$ cat src/rtl/gp01_ex1_seq_pkg.sv
// Shared gp01 definitions: sequencer state encodings and accumulator mode codes.
package gp01_ex1_seq_pkg;

  typedef enum logic [2:0] {
    ST_IDLE  = 3'd0,
    ST_CLEAR = 3'd1,
    ST_RUN   = 3'd2,
    ST_LOG   = 3'd3,
    ST_DONE  = 3'd4
  } state_t;

  localparam logic [1:0] SEL_MODE0 = 2'b00;
  localparam logic [1:0] SEL_MODE1 = 2'b01;
  localparam logic [1:0] SEL_MODE2 = 2'b10;
  localparam logic [1:0] SEL_STOP  = 2'b11;

endpackage

$ cat src/rtl/gp01_rise_det.sv
// Rising-edge detector with a registered history bit and a synchronous clear.
// While clr is held the history reads 0, so a level that is already high on
// the first cycle after the clear is reported as an edge.
module gp01_rise_det (
  input  logic clk,
  input  logic rst,
  input  logic clr,
  input  logic d,
  output logic rise
);

  logic hist_r;

  // Track the previously sampled input; reset and clear force it low.
  always_ff @(posedge clk) begin
    if (rst) begin
      hist_r <= 1'b0;
    end else if (clr) begin
      hist_r <= 1'b0;
    end else begin
      hist_r <= d;
    end
  end

  assign rise = d & ~hist_r;

endmodule

$ cat src/rtl/gp01_ex1_seq.sv
// Accumulator overflow-latency sequencer: steps the accumulator through modes
// 0..2, clears it before each run, and logs how many RUN cycles elapse until
// the first overflow edge (or a timeout) for each mode.
module gp01_ex1_seq
  import gp01_ex1_seq_pkg::*;
#(
  parameter int CLEAR_CYCLES   = 2,
  parameter int TIMEOUT_CYCLES = 1023,
  parameter int CNT_W          = 16
) (
  input  logic             clk,
  input  logic             i_rst,
  input  logic             i_start,
  input  logic [2:0]       i_data1_cfg,
  input  logic [2:0]       i_data2_cfg,
  input  logic             i_overflow,
  output logic [2:0]       o_data1,
  output logic [2:0]       o_data2,
  output logic [1:0]       o_sel,
  output logic             o_acc_rst_n,
  output logic             o_cnt_valid,
  output logic [CNT_W-1:0] o_cycles,
  output logic [1:0]       o_cnt_mode,
  output logic             o_timeout,
  output logic             o_busy,
  output logic             o_done
);

  localparam logic [3:0]       CLEAR_LAST  = 4'(CLEAR_CYCLES - 1);
  localparam logic [CNT_W-1:0] TIMEOUT_VAL = CNT_W'(TIMEOUT_CYCLES);
  localparam logic [CNT_W-1:0] CNT_ONE     = CNT_W'(1);
  localparam logic [CNT_W-1:0] CNT_MAX     = {CNT_W{1'b1}};

  state_t           state_r;
  logic [3:0]       clr_cnt_r;
  logic [CNT_W-1:0] cnt_r;
  logic [CNT_W-1:0] cnt_next_s;
  logic             timeout_hit_s;
  logic             rise_s;
  logic             hist_clr_s;
  logic [1:0]       sel_next_s;

  assign hist_clr_s = (state_r == ST_CLEAR);

  gp01_rise_det u_rise_det (
    .clk  (clk),
    .rst  (i_rst),
    .clr  (hist_clr_s),
    .d    (i_overflow),
    .rise (rise_s)
  );

  // Saturating RUN-cycle count as it will stand at the end of this cycle.
  always_comb begin
    cnt_next_s = cnt_r;
    if (cnt_r == CNT_MAX) begin
      cnt_next_s = cnt_r;
    end else begin
      cnt_next_s = cnt_r + CNT_ONE;
    end
  end

  assign timeout_hit_s = (cnt_next_s == TIMEOUT_VAL);
  assign sel_next_s    = o_sel + 2'b01;

  // Sequencer FSM with all outputs registered.
  always_ff @(posedge clk) begin
    if (i_rst) begin
      state_r     <= ST_IDLE;
      clr_cnt_r   <= 4'd0;
      cnt_r       <= {CNT_W{1'b0}};
      o_data1     <= 3'd0;
      o_data2     <= 3'd0;
      o_sel       <= SEL_MODE0;
      o_acc_rst_n <= 1'b0;
      o_cnt_valid <= 1'b0;
      o_cycles    <= {CNT_W{1'b0}};
      o_cnt_mode  <= SEL_MODE0;
      o_timeout   <= 1'b0;
      o_busy      <= 1'b0;
      o_done      <= 1'b0;
    end else begin
      o_cnt_valid <= 1'b0;
      case (state_r)
        ST_IDLE, ST_DONE: begin
          if (i_start) begin
            state_r     <= ST_CLEAR;
            clr_cnt_r   <= 4'd0;
            o_data1     <= i_data1_cfg;
            o_data2     <= i_data2_cfg;
            o_sel       <= SEL_MODE0;
            o_acc_rst_n <= 1'b0;
            o_busy      <= 1'b1;
            o_done      <= 1'b0;
          end
        end
        ST_CLEAR: begin
          if (clr_cnt_r == CLEAR_LAST) begin
            state_r     <= ST_RUN;
            cnt_r       <= {CNT_W{1'b0}};
            o_acc_rst_n <= 1'b1;
          end else begin
            clr_cnt_r <= clr_cnt_r + 4'd1;
          end
        end
        ST_RUN: begin
          cnt_r <= cnt_next_s;
          // An overflow edge wins over a coincident timeout.
          if (rise_s || timeout_hit_s) begin
            state_r     <= ST_LOG;
            o_acc_rst_n <= 1'b0;
            o_cnt_valid <= 1'b1;
            o_cycles    <= cnt_next_s;
            o_cnt_mode  <= o_sel;
            o_timeout   <= ~rise_s;
          end
        end
        ST_LOG: begin
          o_sel     <= sel_next_s;
          clr_cnt_r <= 4'd0;
          if (sel_next_s == SEL_STOP) begin
            state_r <= ST_DONE;
            o_busy  <= 1'b0;
            o_done  <= 1'b1;
          end else begin
            state_r <= ST_CLEAR;
          end
        end
        default: begin
          state_r     <= ST_IDLE;
          o_acc_rst_n <= 1'b0;
          o_busy      <= 1'b0;
          o_done      <= 1'b0;
        end
      endcase
    end
  end

endmodule

$ cat config.mk
export PLATFORM = sky130hd
export DESIGN_NAME = gp01_ex1_seq
export DESIGN_NICKNAME = d
export VERILOG_FILES = /design/src/rtl/gp01_ex1_seq_pkg.sv /design/src/rtl/gp01_rise_det.sv /design/src/rtl/gp01_ex1_seq.sv
export SDC_FILE = /design/constraint.sdc
export NUM_CORES = 1
export LEC_CHECK = 0
export CORE_AREA = 3 3 82 84
export CTS_CLUSTER_DIAMETER = 60
export DETAILED_ROUTE_END_ITERATION = 12
export DIE_AREA = 0 0 85 87
export PLACE_DENSITY = 0.72
export SETUP_SLACK_MARGIN = 0.4
export SYNTH_ARGS = -nofsm -noshare
export SYNTH_HDL_FRONTEND = slang
export SYNTH_SLANG_ARGS = --single-unit
$ cat constraint.sdc
create_clock -name clk -period 3.25 [get_ports clk]
set_clock_uncertainty 0.15 [all_clocks]
set_input_delay 0.65 -clock clk [delete_from_list [all_inputs] [get_ports clk]]
set_output_delay 0.65 -clock clk [all_outputs]
set_load 0.02 [all_outputs]
==> results of run 1 <==
-- state kept, by name, indices dropped and copies added, names as in the netlist, 2 cells and up --
signal      flops
cnt_r          16
clr_cnt_r       4
o_data1         3
o_cycles       16
o_data2         3
o_cnt_mode      2
state_r         3
o_sel           2
-- layer usage --
| layer | vias up | GRT usage (%) | wire length, µm |
|---|---|---|---|
| met2 | 93 | 31.1 | 3250 |
| met4 | 0 | 5.18 | 121 |
| li1 | 1302 | - | - |
| met3 | 15 | 4.64 | 484 |
| met1 | 1234 | 26.6 | 3310 |
| met5 | - | 0 | 0 |
-- worst min-delay path, cell delays in order, from the launching register on --
cell and delay, ps:
dfxtp_1 320, nand2_1 50, a21oi_1 50
-- area by class of cell --
| class | instances | area, µm² | area share [%] |
|---|---|---|---|
| multi-input combinational | 264 | 1800 | 49.4 |
| sequential | 55 | 1110 | 30.4 |
| tap | 75 | 93.8 | 2.58 |
| clock buffer | 5 | 68.8 | 1.89 |
| timing repair buffer | 59 | 542 | 14.9 |
| inverter | 4 | 15.0 | 0.413 |
| clock inverter | 2 | 13.8 | 0.379 |
-- power groups by stage --
stage | logic [mW] | registers, mW | clock network (mW)
2_1_floorplan | 0.0605 | 0.712 | 0
3_3_place_gp | 0.102 | 0.708 | 0
3_5_place_dp | 0.103 | 0.709 | 0
4_1_cts | 0.104 | 0.693 | 0.379
5_1_grt | 0.117 | 0.694 | 0.403
6_report | 0.106 | 0.693 | 0.365
-- logic make-up after synthesis --
logic type,count (synthesis),share of synthesized area [%]
muxes,22,9.21
and+or+nand+nor,152,28.8
AOI/OAI and AO/OA,74,15.5
xor gates and xnor gates,11,3.22
buffers and inverters,30,4.77
adders and majority gates,4,1.67
DFF,55,36.8
-- what timing repair did --
item,4_1_cts,5_1_grt
resized for setup,1,11
endpoints found under the setup margin,20,17
buffers inserted,0,3
cloned,0,1
pin swaps,0,4
-- synthesized netlist by cell type, types with 2 or more instances --
library cell | n | area, µm²
dfxtp_1 | 55 | 1100
nor2_1 | 39 | 146
a21oi_1 | 36 | 180
nand2_1 | 26 | 97.6
nand2b_1 | 17 | 106
nor2b_1 | 16 | 100
clkbuf_1 | 15 | 56.3
o21ai_0 | 13 | 65.1
mux2_4 | 11 | 165
mux2i_1 | 11 | 110
nand3_1 | 10 | 50.1
nor3_1 | 9 | 45.0
xnor2_1 | 8 | 70.1
a22oi_1 | 5 | 37.5
a31oi_1 | 5 | 31.3
nand4_1 | 5 | 31.3
and3_1 | 4 | 25.0
buf_2 | 4 | 20.0
ha_1 | 4 | 50.1
inv_1 | 4 | 15.0
nor4_1 | 3 | 18.8
xor2_1 | 3 | 26.3
a211o_1 | 2 | 17.5
a211oi_1 | 2 | 15.0
and3b_1 | 2 | 17.5
buf_4 | 2 | 15.0
buf_6 | 2 | 22.5
clkbuf_2 | 2 | 10.0
nand4_2 | 2 | 25.0
nand4_4 | 2 | 42.5
nor3_2 | 2 | 20.0
o31ai_1 | 2 | 15.0
or2_2 | 2 | 12.5
or3_1 | 2 | 12.5
-- worst paths after layout --
check	from	end	slack, ps	cells past startpoint
worst max-delay path	state_r[1]	cnt_r[1]	570	5
worst min-delay path	o_data1[1]	o_data1[1]	310	2
worst max register to register	state_r[1]	cnt_r[1]	570	5
worst min register to register	o_data1[1]	o_data1[1]	310	2
==> impl_metrics.env, run 1 <==
export IMPL_status="finished clean"
export IMPL_cap_violations=0
export IMPL_fin_util_pct=60.7
export IMPL_synth_seq_area_share_pct=36.8
export IMPL_place_area_um2=3470
export IMPL_hold_violations=0
export IMPL_slew_headroom_pct=31.1
export IMPL_drc=0
export IMPL_num_rows=28
export IMPL_die_y_um=87
export IMPL_leakage_nw=1.39
export IMPL_cts_buffers=5
export IMPL_power_frac_seq_pct=59.5
export IMPL_drt_iter0_markers=326
export IMPL_synthFlopType="dfxtp_1"
export IMPL_drt_wl_total_mm=7.16
export IMPL_grt_overflow=0
export IMPL_nNetsFinal=403
export IMPL_antenna_left=0
export IMPL_p_int_mw=0.874
export IMPL_critPathKind="reg2reg"
export IMPL_rsz0062_at_grt="yes"
export IMPL_setup_slack_ps=566
export IMPL_final_area_um2=3630
export IMPL_grt_max_degree=44
export IMPL_synth_seq_cells=55
export IMPL_dp_hpwl_mm=5.01
export IMPL_post_drt_wl_per_cell_um=15.4
export IMPL_max_stage_delay_ps=880
export IMPL_critPathMostFrequentCell="a21oi_1"
export IMPL_critPathRequiredTime_ps=3260
export IMPL_cp_arrival_ps=2700
export IMPL_cts_max_path_buffers=2
export IMPL_crit_buf_inv=0
export IMPL_place_gp_congestion=0.908
export IMPL_peakVddDrop_mv=0.321
export IMPL_die_area_um2=7400
export IMPL_period_share_pct=82.6
export IMPL_combPwrFrac_pct=9.1
export IMPL_cts_max_level=2
export IMPL_fmax_ghz=0.373
export IMPL_cts_tree="built"
export IMPL_finalSetupTns_ps=0
export IMPL_synthArstFlopShare_pct=0
export IMPL_port_buffers=40
export IMPL_root_buffer="clkbuf_8"
export IMPL_yosysUniqueCellTypes=55
export IMPL_fillCellCount=532
export IMPL_netlist_instances=348
export IMPL_cpLargestDelayFamily="simple AND/OR/NAND/NOR gates"
export IMPL_dr_pass1_iters=4
export IMPL_vias=2644
export IMPL_diodes=0
export IMPL_cp_max_fo=15
export IMPL_dp_cells=453
export IMPL_worst_setup_path_end_kind="flop"
export IMPL_holdWs_ps=310
export IMPL_cts_hold_buf=0
export IMPL_yosysWarnings=0
export IMPL_slew_violations=0
export IMPL_synth_fp_nets=362
export IMPL_total_power_mw=1.16
export IMPL_p_per_area_nw_per_um2=320
export IMPL_drive_above_1_share_pct=16.5
export IMPL_stdcell_count=464
export IMPL_setup_viol=0
export IMPL_via_per_inst=5.70
export IMPL_clk_latency_ps=310
export IMPL_min_period_ps=2680
export IMPL_layout_common_cells="51 x dfxtp_1, 39 x nor2_1, 39 x clkdlybuf4s50_1, 36 x a21oi_1, 26 x nand2_1"
export IMPL_critical_path_slowest_cell="nor3b_1"
export IMPL_tightest_slew_ps=1030
export IMPL_grt_pass1_vias=2460
export IMPL_syn_area_um2=2990
export IMPL_clock_sink_count=55
export IMPL_final_common_cell="dfxtp_1"
export IMPL_grt_pass1_wl_mm=11.8
export IMPL_synth_edf_count=0
export IMPL_hold_class="reg2reg"
export IMPL_die_w_um=85
export IMPL_synth_avg_cell_area_um2=8.59
export IMPL_power_frac_clock_pct=31.3
export IMPL_cts_clk_slew_worst_paths_ps=90
export IMPL_start_kind="flop"
export IMPL_fp_coreArea_um2=5990
export IMPL_p_sw_mw=0.290
export IMPL_initial_core_util_pct=49.9
export IMPL_sw_frac_of_total_pct=24.9
export IMPL_area_growth_pct=21.6
export IMPL_antenna_found_initial=0
export IMPL_dp_slack_ps=214
export IMPL_ioPinCount=41
export IMPL_path_cells="nor3b_1, nor2_1, a21oi_1, nand2b_1, a21oi_1"
export IMPL_grt_use_total_pct=19.5
No activity file was read; power rests on OpenSTA's default activity.
==> run 2: changes to the inputs <==
Clock period 3.25 ns to 2.6 ns, I/O delays scaled along.
==> run 2 against run 1 <==
  * Sequential share of layout area fell by 2.3 points
  * Utilization is 6.6 points higher
  * Die area did not move
  * Register-to-register slack lost 390 ps
  * Design area rose by 11%
  * Critical path depth up 3
  * Critical endpoint is now o_cycles[5]
==> impl_metrics.env, run 2 (same netlist as run 1, synthesis figures left out) <==
export IMPL_top_regs="cnt_r (16), o_cycles (16), clr_cnt_r (4)"
export IMPL_antenna_found_initial=0
export IMPL_leakage_nw=1.62
export IMPL_cap_violations=0
export IMPL_cts_hold_buf=0
export IMPL_grt_pass1_wl_mm=12.8
export IMPL_place_gp_congestion=0.927
export IMPL_drive_above_1_share_pct=29.1
export IMPL_final_area_um2=4030
export IMPL_rsz0062_at_grt="yes"
export IMPL_setup_viol=0
export IMPL_cts_max_level=2
export IMPL_place_area_um2=3780
export IMPL_via_per_inst=5.64
export IMPL_clock_sink_count=55
export IMPL_drt_iter0_markers=225
export IMPL_dp_cells=483
export IMPL_cts_clk_slew_worst_paths_ps=100
export IMPL_combPwrFrac_pct=9.4
export IMPL_root_buffer="clkbuf_8"
export IMPL_min_period_ps=2420
export IMPL_tightest_slew_ps=561
export IMPL_grt_overflow=0
export IMPL_p_int_mw=1.10
export IMPL_p_per_area_nw_per_um2=365
export IMPL_cts_tree="built"
export IMPL_start_kind="flop"
export IMPL_fin_util_pct=67.3
export IMPL_die_area_um2=7400
export IMPL_cts_buffers=5
export IMPL_grt_pass1_vias=2655
export IMPL_drt_wl_total_mm=7.76
export IMPL_nNetsFinal=436
export IMPL_post_drt_wl_per_cell_um=15.6
export IMPL_fp_coreArea_um2=5990
export IMPL_max_stage_delay_ps=370
export IMPL_cts_max_path_buffers=2
export IMPL_critPathKind="reg2reg"
export IMPL_dr_pass1_iters=5
export IMPL_vias=2807
export IMPL_path_cells="ha_4, nand3_4, nor3_4, mux2i_2, nand4_1, nor3_4, o21ai_4, mux2_4"
export IMPL_period_share_pct=93.2
export IMPL_hold_class="reg2reg"
export IMPL_worst_setup_path_end_kind="flop"
export IMPL_critPathRequiredTime_ps=2650
export IMPL_p_sw_mw=0.374
export IMPL_num_rows=28
export IMPL_slew_headroom_pct=62.6
export IMPL_sw_frac_of_total_pct=25.4
export IMPL_antenna_left=0
export IMPL_die_y_um=87
export IMPL_peakVddDrop_mv=0.304
export IMPL_port_buffers=40
export IMPL_cp_arrival_ps=2470
export IMPL_grt_max_degree=26
export IMPL_die_w_um=85
export IMPL_final_common_cell="buf_4"
export IMPL_power_frac_seq_pct=58.4
export IMPL_drc=0
export IMPL_r2r_slack_ps=180
export IMPL_initial_core_util_pct=49.9
export IMPL_ioPinCount=41
export IMPL_slew_violations=0
export IMPL_critical_path_slowest_cell="dfxtp_4"
export IMPL_fmax_ghz=0.413
export IMPL_area_growth_pct=34.8
export IMPL_diodes=0
export IMPL_layout_common_cells="49 x buf_4, 39 x clkdlybuf4s50_1, 38 x nor2_1, 38 x dfxtp_1, 34 x a21oi_1"
export IMPL_clk_latency_ps=310
export IMPL_status="finished clean"
export IMPL_dp_hpwl_mm=5.57
export IMPL_power_frac_clock_pct=32.1
export IMPL_hold_violations=0
export IMPL_critPathMostFrequentCell="nor3_4"
export IMPL_stdcell_count=498
export IMPL_grt_use_total_pct=21.2
export IMPL_cp_max_fo=7
-- run 2: cell types whose count changed in the layout (fill, tap and decap cells not counted), moves of 5 or more --
cell     previous run  this run
dfxtp_4             0         5
dfxtp_1            51        38
buf_4              18        49
dfxtp_2             4        12
-- run 2: worst paths after layout --
kind                            startpoint           to  depth (start not counted)
worst max-delay path              cnt_r[1]  o_cycles[5]                          8
worst max register to register    cnt_r[1]  o_cycles[5]                          8
worst min register to register      o_done       o_done                          2
worst min-delay path                o_done       o_done                          2
-- run 2: repair_timing --
| item | 4_1_cts | 5_1_grt |
|---|---|---|
| resized for setup | 25 | 8 |
| endpoints found under the hold margin | 0 | 0 |
| gates cloned | 1 | 0 |
| pin swaps | 6 | 3 |
| setup buffers | 4 | 2 |
| endpoints found under the setup margin | 25 | 32 |
-- run 2: power groups by stage --
stage               registers [mW]  clock network (mW)  logic [mW]
floorplan                    0.889                   0      0.0760
global placement             0.883                   0       0.130
detailed placement           0.884                   0       0.133
CTS                          0.860               0.485       0.138
global route                 0.862               0.519       0.152
finish                       0.860               0.473       0.139
-- run 2: critical path: cells and delay by family (launching register included) --
family,cells,cell delay (ps)
DFF,1,370
AOI/OAI and AO/OA,1,190
muxes,2,620
adders and majority gates,1,170
and+or+nand+nor,4,820
-- run 2: per-layer routing --
layer  GRT usage [%]  wire length (µm)  vias up
met5               0                 0        -
met1            29.1              3600     1323
met4            5.04               116        0
met2            35.1              3660       92
li1                -                 -     1372
met3            3.03               380       20
-- run 2: metrics by stage --
stage	setup TNS (ps)	setup WS [ps]	power, mW	hold WS (ps)
after CTS	0	181	1.48	311
after global placement	-593	-84.9	1.01	292
after detailed placement	-1130	-154	1.02	297
final	0	177	1.47	311
after global routing	0	68.7	1.53	329
after floorplan	0	334	0.965	350
-- run 2: cell type report --
| cell class | count | area, µm² |
|---|---|---|
| Clock buffer | 6 | 72.6 |
| Tap cell | 75 | 93.8 |
| Fill cell | 491 | 1960 |
| Timing Repair Buffer | 92 | 797 |
| Sequential cell | 55 | 1130 |
| Multi-Input combinational cell | 264 | 1900 |
| Clock inverter | 2 | 13.8 |
| Inverter | 4 | 15.0 |
==> run 3: changes to the inputs <==
Settings changed: CELL_PAD_IN_SITES_DETAIL_PLACEMENT set to 1, CELL_PAD_IN_SITES_GLOBAL_PLACEMENT set to 2, CORE_AREA 3 3 82 84 to 3 3 100 102, DIE_AREA 0 0 85 87 to 0 0 103 105, MAX_ROUTING_LAYER set to met4, PLACE_DENSITY 0.72 to not set, PLACE_DENSITY_LB_ADDON set to 0.1.
==> run 3 against run 2 <==
  * Sequential power shrank 1%
  * Sequential cell count is the same
  * Setup slack is essentially flat
  * Largest cell class unchanged
  * Die area grew 46%
  * Fmax is essentially flat
  * Global-route usage shrank 4.2 points
  * Critical endpoint is now o_acc_rst_n
  * Wire length grew 12%
==> impl_metrics.env, run 3 (same netlist as run 1, synthesis figures left out) <==
export IMPL_status="finished clean"
export IMPL_drc=0
export IMPL_sw_frac_of_total_pct=26.9
export IMPL_final_common_cell="dfxtp_1"
export IMPL_cts_max_path_buffers=2
export IMPL_dr_pass1_iters=4
export IMPL_root_buffer="clkbuf_8"
export IMPL_slew_headroom_pct=60.4
export IMPL_critical_path_slowest_cell="or4b_4"
export IMPL_wl_met1_mm=4.08
export IMPL_routed_wl_met3_um=208
export IMPL_cts_hold_buf=0
export IMPL_critPathRequiredTime_ps=2690
export IMPL_finalSetupTns_ps=0
export IMPL_critPathMostFrequentCell="nor3_4"
export IMPL_path_cells="nand4_4, nor3_4, a31oi_1, a21oi_2, nor3_4, buf_4, or4b_4, a311oi_2"
export IMPL_cts_clk_slew_worst_paths_ps=110
export IMPL_top_layer="met4"
export IMPL_p_int_mw=1.10
export IMPL_multi_input_area_um2=1870
export IMPL_grt_overflow=0
export IMPL_place_area_um2=3750
export IMPL_via_per_inst=5.17
export IMPL_rsz0062_at_grt="yes"
export IMPL_period_share_pct=93.2
export IMPL_reg2reg_from="cnt_r[9]"
export IMPL_min_period_ps=2420
export IMPL_grt_pass1_wl_mm=14.3
export IMPL_clk_latency_ps=320
export IMPL_area_growth_pct=35.7
export IMPL_regArea_um2=1150
export IMPL_critPathKind="reg2reg"
export IMPL_combPwrFrac_pct=9.9
export IMPL_setup_viol=0
export IMPL_antenna_found_initial=0
export IMPL_startpoint="cnt_r[9]"
export IMPL_grt_pass1_vias=2817
export IMPL_hold_class="reg2reg"
export IMPL_start_kind="flop"
export IMPL_power_frac_clock_pct=33.6
export IMPL_initial_core_util_pct=32.5
export IMPL_layout_common_cells="41 x dfxtp_1, 39 x clkdlybuf4s50_1, 38 x nor2_1, 38 x buf_4, 35 x a21oi_1"
export IMPL_nNetsFinal=428
export IMPL_max_stage_delay_ps=480
export IMPL_grt_use_total_pct=16.9
export IMPL_antenna_left=0
export IMPL_top_regs="cnt_r (16), o_cycles (16), clr_cnt_r (4)"
export IMPL_fillCellCount=1074
export IMPL_cp_max_fo=7
export IMPL_tightest_slew_ps=589
export IMPL_vias=2721
export IMPL_ioPinCount=41
export IMPL_num_rows=35
export IMPL_port_buffers=40
export IMPL_post_drt_wl_per_cell_um=16.6
export IMPL_worst_setup_path_end_kind="flop"
export IMPL_die_y_um=105
export IMPL_clock_sink_count=55
export IMPL_cts_tree="built"
export IMPL_drt_wl_total_mm=8.71
export IMPL_power_frac_seq_pct=56.5
export IMPL_slew_violations=0
export IMPL_hold_violations=0
export IMPL_dp_hpwl_mm=6.32
export IMPL_peakVddDrop_mv=0.199
export IMPL_leakage_nw=1.60
export IMPL_fp_coreArea_um2=9200
export IMPL_drive_above_1_share_pct=25.8
export IMPL_drt_iter0_markers=82
export IMPL_cap_violations=0
export IMPL_diodes=0
export IMPL_cts_buffers=5
export IMPL_place_gp_congestion=0.899
export IMPL_hp_start="o_data1[0]"
export IMPL_die_area_um2=10800
export IMPL_cp_arrival_ps=2510
export IMPL_holdWs_ps=312
export IMPL_p_sw_mw=0.404
export IMPL_wl_met2_mm=4.24
export IMPL_grt_max_degree=27
export IMPL_final_area_um2=4060
export IMPL_die_w_um=103
export IMPL_fmax_ghz=0.413
export IMPL_cts_max_level=2
export IMPL_p_per_area_nw_per_um2=371
## run 3: changes by cell type in the layout (fill, tap and decap cells not counted), sizes merged
| cell | change |
|---|---|
| clkinv | -1 |
| buf | -8 |
| o21ai | -1 |
| inv | +1 |
| clkinvlp | +1 |
## run 3: cell type report
type / instances / area share, %
clock buffers: 5 / 1.70
clock inverters: 3 / 0.586
inverters: 4 / 0.370
multi-input cells: 263 / 46.1
flip-flops and latches: 55 / 28.3
well taps: 111 / 3.42
repair buffers: 85 / 19.5
## run 3: path summary, 6_finish.rpt
kind              slack (ps)  cells after the start          end
setup / recovery         180                      8  o_acc_rst_n
hold / removal           310                      2   o_data1[0]
setup reg to reg         180                      8  o_acc_rst_n
hold reg to reg          310                      2   o_data1[0]
## run 3: metrics by stage
stage	utilization, %	cells	setup slack [ps]	power, mW
global placement	40.8	507	129	1.03
global route	44.1	526	65.4	1.58
detailed placement	40.8	507	86.7	1.03
finish	44.1	526	177	1.50
floorplan	-	348	334	0.965
CTS	42.9	522	188	1.54
## run 3: what timing repair did
item / in CTS / in global routing
setup buffers: 7 / 3
endpoints found under the setup margin: 29 / 23
pin swaps: 6 / 7
endpoints found under the hold margin: 0 / 0
gates cloned: 0 / 1
gates resized for setup: 15 / 17
## run 3: metal layers
layer / vias to the layer above / track usage [%]
li1: 1347 / -
met1: 1319 / 22.1
met2: 41 / 27.2
met5: - / -
met3: 14 / 2.47
met4: 0 / 4.53
## run 3: worst max-delay path, delay by kind of cell (launching register included)
family | cells | cell delay (ps)
AO/OA/AOI/OAI | 3 | 610
buffers and inverters | 1 | 150
flip-flops | 1 | 410
AND/OR/NAND/NOR | 4 | 1020
## run 3: power by group through the flow
stage                     Combinational (mW)  Clock, mW  Sequential [mW]
after floorplan                       0.0760          0            0.889
after global placement                 0.146          0            0.881
after global routing                   0.164      0.568            0.853
final                                  0.149      0.506            0.850
after detailed placement               0.146          0            0.881
after CTS                              0.148      0.534            0.859
